$ cat config.mk
export PLATFORM = sky130hd
export DESIGN_NAME = ks_adder_pipe
export DESIGN_NICKNAME = d
export VERILOG_FILES = /design/src/rtl/ks_adder_pipe.sv
export SDC_FILE = /design/constraint.sdc
export NUM_CORES = 1
export LEC_CHECK = 0
export BUFFER_PORTS_ARGS = -buffer_cell sky130_fd_sc_hd__buf_2
export CAP_MARGIN = 0
export CORE_MARGIN = 1
export CORE_UTILIZATION = 45
export DETAILED_ROUTE_END_ITERATION = 10
export GPL_TIMING_DRIVEN = 0
export SYNTH_ARGS = -nofsm -noshare
export SYNTH_HDL_FRONTEND = slang
export SYNTH_SLANG_ARGS = --single-unit
$ cat constraint.sdc
create_clock -name clk -period 2.01 [get_ports clk]
set_input_delay 0.3015 -clock clk [delete_from_list [all_inputs] [get_ports clk]]
set_output_delay 0.3015 -clock clk [all_outputs]
set_load 0.05 [all_outputs]
$ cat src/rtl/ks_adder_pipe.sv
// Pipelined Kogge-Stone adder/subtractor with valid/ready handshake and global stall.
// Optional signed-overflow output when KS_ADDER_PIPE_OVF_EN is defined.
module ks_adder_pipe #(
    parameter int WIDTH       = 16,
    parameter int STAGE_EVERY = 2
) (
    input  logic             clk,
    input  logic             rst_n,
    input  logic             in_valid,
    output logic             in_ready,
    input  logic [WIDTH-1:0] a,
    input  logic [WIDTH-1:0] b,
    input  logic             cin,
    input  logic             sub,
    output logic             out_valid,
    input  logic             out_ready,
    output logic [WIDTH-1:0] sum,
    output logic             cout
`ifdef KS_ADDER_PIPE_OVF_EN
    ,
    output logic             ovf
`endif
);

    localparam int unsigned N    = WIDTH + 1;
    localparam int unsigned L    = $clog2(WIDTH + 1);
    localparam int unsigned SE   = STAGE_EVERY;
    localparam int unsigned NSTG = (L + SE - 1) / SE;

    logic             adv;
    logic [WIDTH-1:0] bx, p_pre, g_pre;
    logic [WIDTH-1:0] fsum;
    logic             fcout;

    // rg/rp[s] feed prefix group s; position 0 holds the carry-in
    logic [N-1:0]     rg  [NSTG];
    logic [N-1:0]     rp  [NSTG];
    logic [WIDTH-1:0] rpo [NSTG];
    logic [NSTG-1:0]  rv;

    logic [N-1:0]     cg [L];
    logic [N-1:0]     cp [L];
    logic [N-1:0]     tg, tp;

    assign adv      = out_ready | ~out_valid;
    assign in_ready = adv;

    assign bx    = sub ? ~b : b;
    assign p_pre = a ^ bx;
    assign g_pre = a & bx;

    // Each level reads a pipeline register at the start of its group, else the previous level
    always_comb begin
        cg = '{default: '0};
        cp = '{default: '0};
        tg = '0;
        tp = '0;
        for (int unsigned k = 0; k < L; k++) begin
            if (k % SE == 0) begin
                tg = rg[k / SE];
                tp = rp[k / SE];
            end else begin
                tg = cg[k - 1];
                tp = cp[k - 1];
            end
            for (int unsigned i = 0; i < N; i++) begin
                if (i >= (32'd1 << k)) begin
                    cg[k][i] = tg[i] | (tp[i] & tg[i - (32'd1 << k)]);
                    cp[k][i] = tp[i] & tp[i - (32'd1 << k)];
                end else begin
                    cg[k][i] = tg[i];
                    cp[k][i] = tp[i];
                end
            end
        end
    end

    assign fsum  = rpo[NSTG-1] ^ cg[L-1][WIDTH-1:0];
    assign fcout = cg[L-1][WIDTH];

    always_ff @(posedge clk) begin
        if (adv) begin
            rg[0]  <= {g_pre, cin};
            rp[0]  <= {p_pre, 1'b0};
            rpo[0] <= p_pre;
            for (int unsigned s = 1; s < NSTG; s++) begin
                rg[s]  <= cg[s * SE - 1];
                rp[s]  <= cp[s * SE - 1];
                rpo[s] <= rpo[s - 1];
            end
        end
    end

    always_ff @(posedge clk or negedge rst_n) begin
        if (!rst_n) begin
            rv        <= '0;
            out_valid <= 1'b0;
            sum       <= '0;
            cout      <= 1'b0;
`ifdef KS_ADDER_PIPE_OVF_EN
            ovf       <= 1'b0;
`endif
        end else if (adv) begin
            rv[0] <= in_valid;
            for (int unsigned s = 1; s < NSTG; s++) begin
                rv[s] <= rv[s - 1];
            end
            out_valid <= rv[NSTG-1];
            sum       <= fsum;
            cout      <= fcout;
`ifdef KS_ADDER_PIPE_OVF_EN
            ovf       <= cg[L-1][WIDTH] ^ cg[L-1][WIDTH-1];
`endif
        end
    end

endmodule

**After elaboration in Yosys (flattened, before gate mapping)**

Memories as Yosys holds them, arrays and structs flattened.
Cells that the tools add are included.

- Mux-type cells: 3
- Bitwise gates (word level): 167

Operator list:

| kind | count |
|---|---|
| $and 1x1->1 | 107 |
| $or 1x1->1 | 55 |
| $xor 16x16->16 | 2 |
| $and 16x16->16 | 1 |
| $mux 16 | 1 |
| $not 16->16 | 1 |
| $mux 1 | 2 |
| $not 1->1 | 1 |

- Bits in registers: 21
- Memory bits (writable): 150
- Bits of input ports: 38
- Word-level logic and storage cells: 177
- Memories: 3

Memories:

| memory | depth | bits a word | rd ports | clocked after Yosys merged registers in | write ports | RTL line | RTL |
|---|---|---|---|---|---|---|---|
| rg | 3 | 17 | 3 | 0 | 3 | 36 | `logic [N-1:0] rg [NSTG];` |
| rp | 3 | 17 | 3 | 0 | 3 | 37 | `logic [N-1:0] rp [NSTG];` |
| rpo | 3 | 16 | 3 | 0 | 3 | 38 | `logic [WIDTH-1:0] rpo [NSTG];` |

**Logic depth before layout (Yosys ltp)**

- Depth after elaboration: 4
- Depth in mapped cells: 4
- Depth with buffers taken out: 3

**Worst setup path before layout**

Ideal clock, no wire load.

- Kind: register to register
- From: register out_valid
- To: register sum[10]
- Setup time: 125 ps
- Data arrival time: 1,832 ps
- Data required time: 1,885 ps
- Slack: 53 ps
- Cell stages (with the launch flop): 4
- Path buffers: 1
- Clock period less this slack: 1,957 ps
- Path through: dfrtp_1 -> nand2b_4 -> buf_6 -> mux2_4

- Longest elaborated chain between the ends: 2

Ends and longest elaborated chain:

| what | RTL line | RTL |
|---|---|---|
| from (decl) | 15 | `output logic out_valid,` |
| from (signal assigned) | 108 | `out_valid <= rv[NSTG-1];` |
| $not 1->1 | 45 | `assign adv = out_ready \| ~out_valid;` |
| $or 1x1->1 | 45 |  |
| via in_ready | 10 | `output logic in_ready,` |
| to (signal assigned) | 109 | `sum <= fsum;` |
| to (decl) | 17 | `output logic [WIDTH-1:0] sum,` |

The timed path passes the listed nets, and every way through them passes these cells.
A chain may end at the register's enable or synchronous reset.

**Final worst setup path**

- From: register out_valid
- To: output port in_ready

- Longest elaborated chain between the ends: 2

Ends and longest elaborated chain:

| what | RTL line |
|---|---|
| $not 1->1 | 45 |
| $or 1x1->1 | 45 |
| to (decl) | 10 |

No other way between the ends.

==> results.md <==
* Status: completed
* NumNets Final at 424
* Critical Path RT at approximately 1.7 ns
* Final hold slack at 0.0768 ns
* Pint at 7.39 mW
* Hold Startpoint: cin
* Clock Tree Root: clkbuf_16
* Diodes inserted at 0
* Die width at 109 um
* DRT antenna net count at 0
* Remaining global-route overflow at 0
* Sequential power share at roughly 46%
* # setup viols final at 0
* Vias in the first global route at 2471
* Crit path launch type: flip-flop
* DRC at 0
* Pin count of the biggest net entering global routing at 63
* Syn-to-layout area delta at 22.1%
* Ratio of cells with drive above 1 in the final layout at 29.5%
* Crit path capture type: output pin
* Slew HR at 67.6%
* First-pass GRT wire length at about 12000 um
* Mapped Avg Cell Area at 17.6 um2
* Yosys reg bits at 134
* Initial antenna violation count at 0
* Core Box Area at 11000 um2
* Post-layout min period at 1.90 ns
* Post-CTS setup repair buffer count at 0
* VDD IR max at 0.848 mV
* Met3 usage at 5.14%
* Routed len/inst at 14.6 um
* Rows at 38
* Crit path from: out_valid
* Final wirelength at 7640 um
* Placed Area at approximately 5600 um2
* Max_cap viols at 0
* PortBufs at 55
* Pwr/cell area at 1650 nW/um2
* DRT iter0 DRCs at roughly 110
* Leakage at between 2 and 3 nW
* Fin. Hold Viols at 0
* Combinational share of power at 22.9%
* Total CTS buffers at 17
* Via Count at 2514
* Synthesized Nets at 348
* Final Total Pwr at 10.4 mW
* Clock Power Share at 31.3%
* GRT Total Usage at 14.6%
* Yosys Warn Count at 0
* Top Ports at 57
* Vias/cell at 4.81
* Total clock sinks at about 130
* Placed cells at 489
* Die area at 11900 um2
* Seq/Total Area, Yosys at 75.7%
* Clock Skew at 0.0122 ns
* Critical Path AT at 1.60 ns
* Psw at 3.03 mW
* Count of different cell masters after synthesis at 18
* Clk slew on worst S/H paths at 0.05 ns
* Cells after Synth at around 300
* RR Startpoint: out_valid
* RSZ-0062 raised after global routing: false
* Final Non-Filler Cells at 523
* GR peak layer: met2
* Clock Tree Buf Depth at 2
* Max FO, Critical Path at 62
* Syn Std Cell Area at 5180 um2
* Hold WC Path Type: primary input to flip-flop
* Routability cong. at 0.739
* Slew Viols, Final at 0
* Period Utilization, post-route at 94.6%
* Die height at 109 um
* Met1 Use GR at around 19%
* Switching part of the total power at 29.1%
* WS Path Type: flip-flop to output pin
* Least-Margin Pin Slew at 0.485 ns
* Max Clk Rate at 526 MHz
* Clk_lat worst skew at around 0.40 ns
* Initial Util at 46.9%
* Pre-antenna DRT Iters at 5
* CTS tree: built
* H-tree levels at 4
* Dpl hpwl at just under 5000 um
* Finished Cell Area at 6320 um2
* GR Util met2 at 21.2%
==> cells in the mapped netlist, drive strengths merged <==
library cell,n,area [um2]
xor2,32,280
edfxtp,113,3390
a31o,4,35.0
ha,16,200
nor2,14,52.6
o21ai,15,75.1
a21o,13,97.6
nand2b,2,20.0
inv,1,3.75
nand2,19,71.3
a21oi,20,100
mux2,19,278
dfrtp,21,526
buf,4,37.5
nor3b,1,7.51
==> critical path, cell delays in order (launching register included) <==
cell and delay, ns:
dfrtp_1 0.41, nand2b_4 0.15, buf_16 0.28, buf_2 0.33
==> worst paths after layout <==
kind | endpoint | slack (ns) | cells past startpoint
setup / recovery | in_ready | 0.11 | 3
hold / removal | rg[0][0] | 0.08 | 1
setup reg to reg | rp[0][50] | 0.66 | 2
hold reg to reg | rpo[0][32] | 0.42 | 0
max in group asynchronous | sum[10] | 1.27 | 2
min in group asynchronous | sum[0] | 0.39 | 2
==> repair_timing <==
item	in CTS	in global routing
setup endpoints to repair	1	0
gates resized for setup	3	0
hold buffers	1	0
hold endpoints to repair	21	0
==> power groups by stage <==
stage	combinational [mW]	sequential, mW	clock [mW]
finish	2.39	4.77	3.26
global route	2.59	4.89	3.46
CTS	2.43	4.78	3.32
detailed placement	2.34	4.84	0
global placement	2.32	4.80	0
floorplan	1.19	5.34	0
==> final cells by class <==
cell class	count	area, um2
Fill cell	870	4710
Sequential cell	134	3920
Multi-Input combinational cell	155	1220
Clock buffer	18	429
Timing Repair Buffer	57	318
Clock inverter	14	208
Tap cell	140	175
Buffer	4	53.8
Inverter	1	3.75
==> registers in the layout, summed over array words and instances (netlist names) <==
register   cells
rp            14
sum           16
cout           1
rv             3
rpo           48
rg            51
out_valid      1
==> per-stage QoR <==
step | setup slack (ns) | utilization [%] | setup TNS (ns)
global route | 0.0211 | 57.3 | 0
floorplan | 0.0529 | - | 0
finish | 0.108 | 57.3 | 0
CTS | 0.0516 | 57.3 | 0
global placement | -0.104 | 51.0 | -0.104
detailed placement | -0.121 | 51.0 | -0.121
==> layer usage <==
layer  part of all wire [%]  wire [um]
met1                     47       3590
met2                     48       3650
met3                    4.5        346
met5                      0          0
met4                   0.79         60
==> cell usage in the layout, fill, tap and decap left out, types with 4 or more instances in the layout <==
| cell type | count |
|---|---|
| o21ai_0 | 15 |
| mux2_4 | 17 |
| clkinvlp_4 | 6 |
| nand2_1 | 19 |
| ha_1 | 16 |
| edfxtp_1 | 113 |
| a31o_2 | 4 |
| a21o_1 | 13 |
| a21oi_1 | 20 |
| clkbuf_16 | 17 |
| xor2_1 | 32 |
| dfrtp_1 | 21 |
| nor2_1 | 14 |
| bufinv_16 | 5 |
| buf_2 | 55 |
==> cell families (layout without fill, tap and decap cells) <==
logic type | after synthesis | in the layout | share of synthesized area [%]
XOR/XNOR | 32 | 32 | 5.41
buffers and inverters | 5 | 94 | 0.797
multiplexers | 19 | 19 | 5.36
AO/OA/AOI/OAI | 52 | 52 | 5.94
flip-flops | 134 | 134 | 75.7
AND/OR/NAND/NOR | 36 | 36 | 2.92
adder cells (fa/ha/maj) | 16 | 16 | 3.87
No activity file was read; power rests on OpenSTA's default activity.
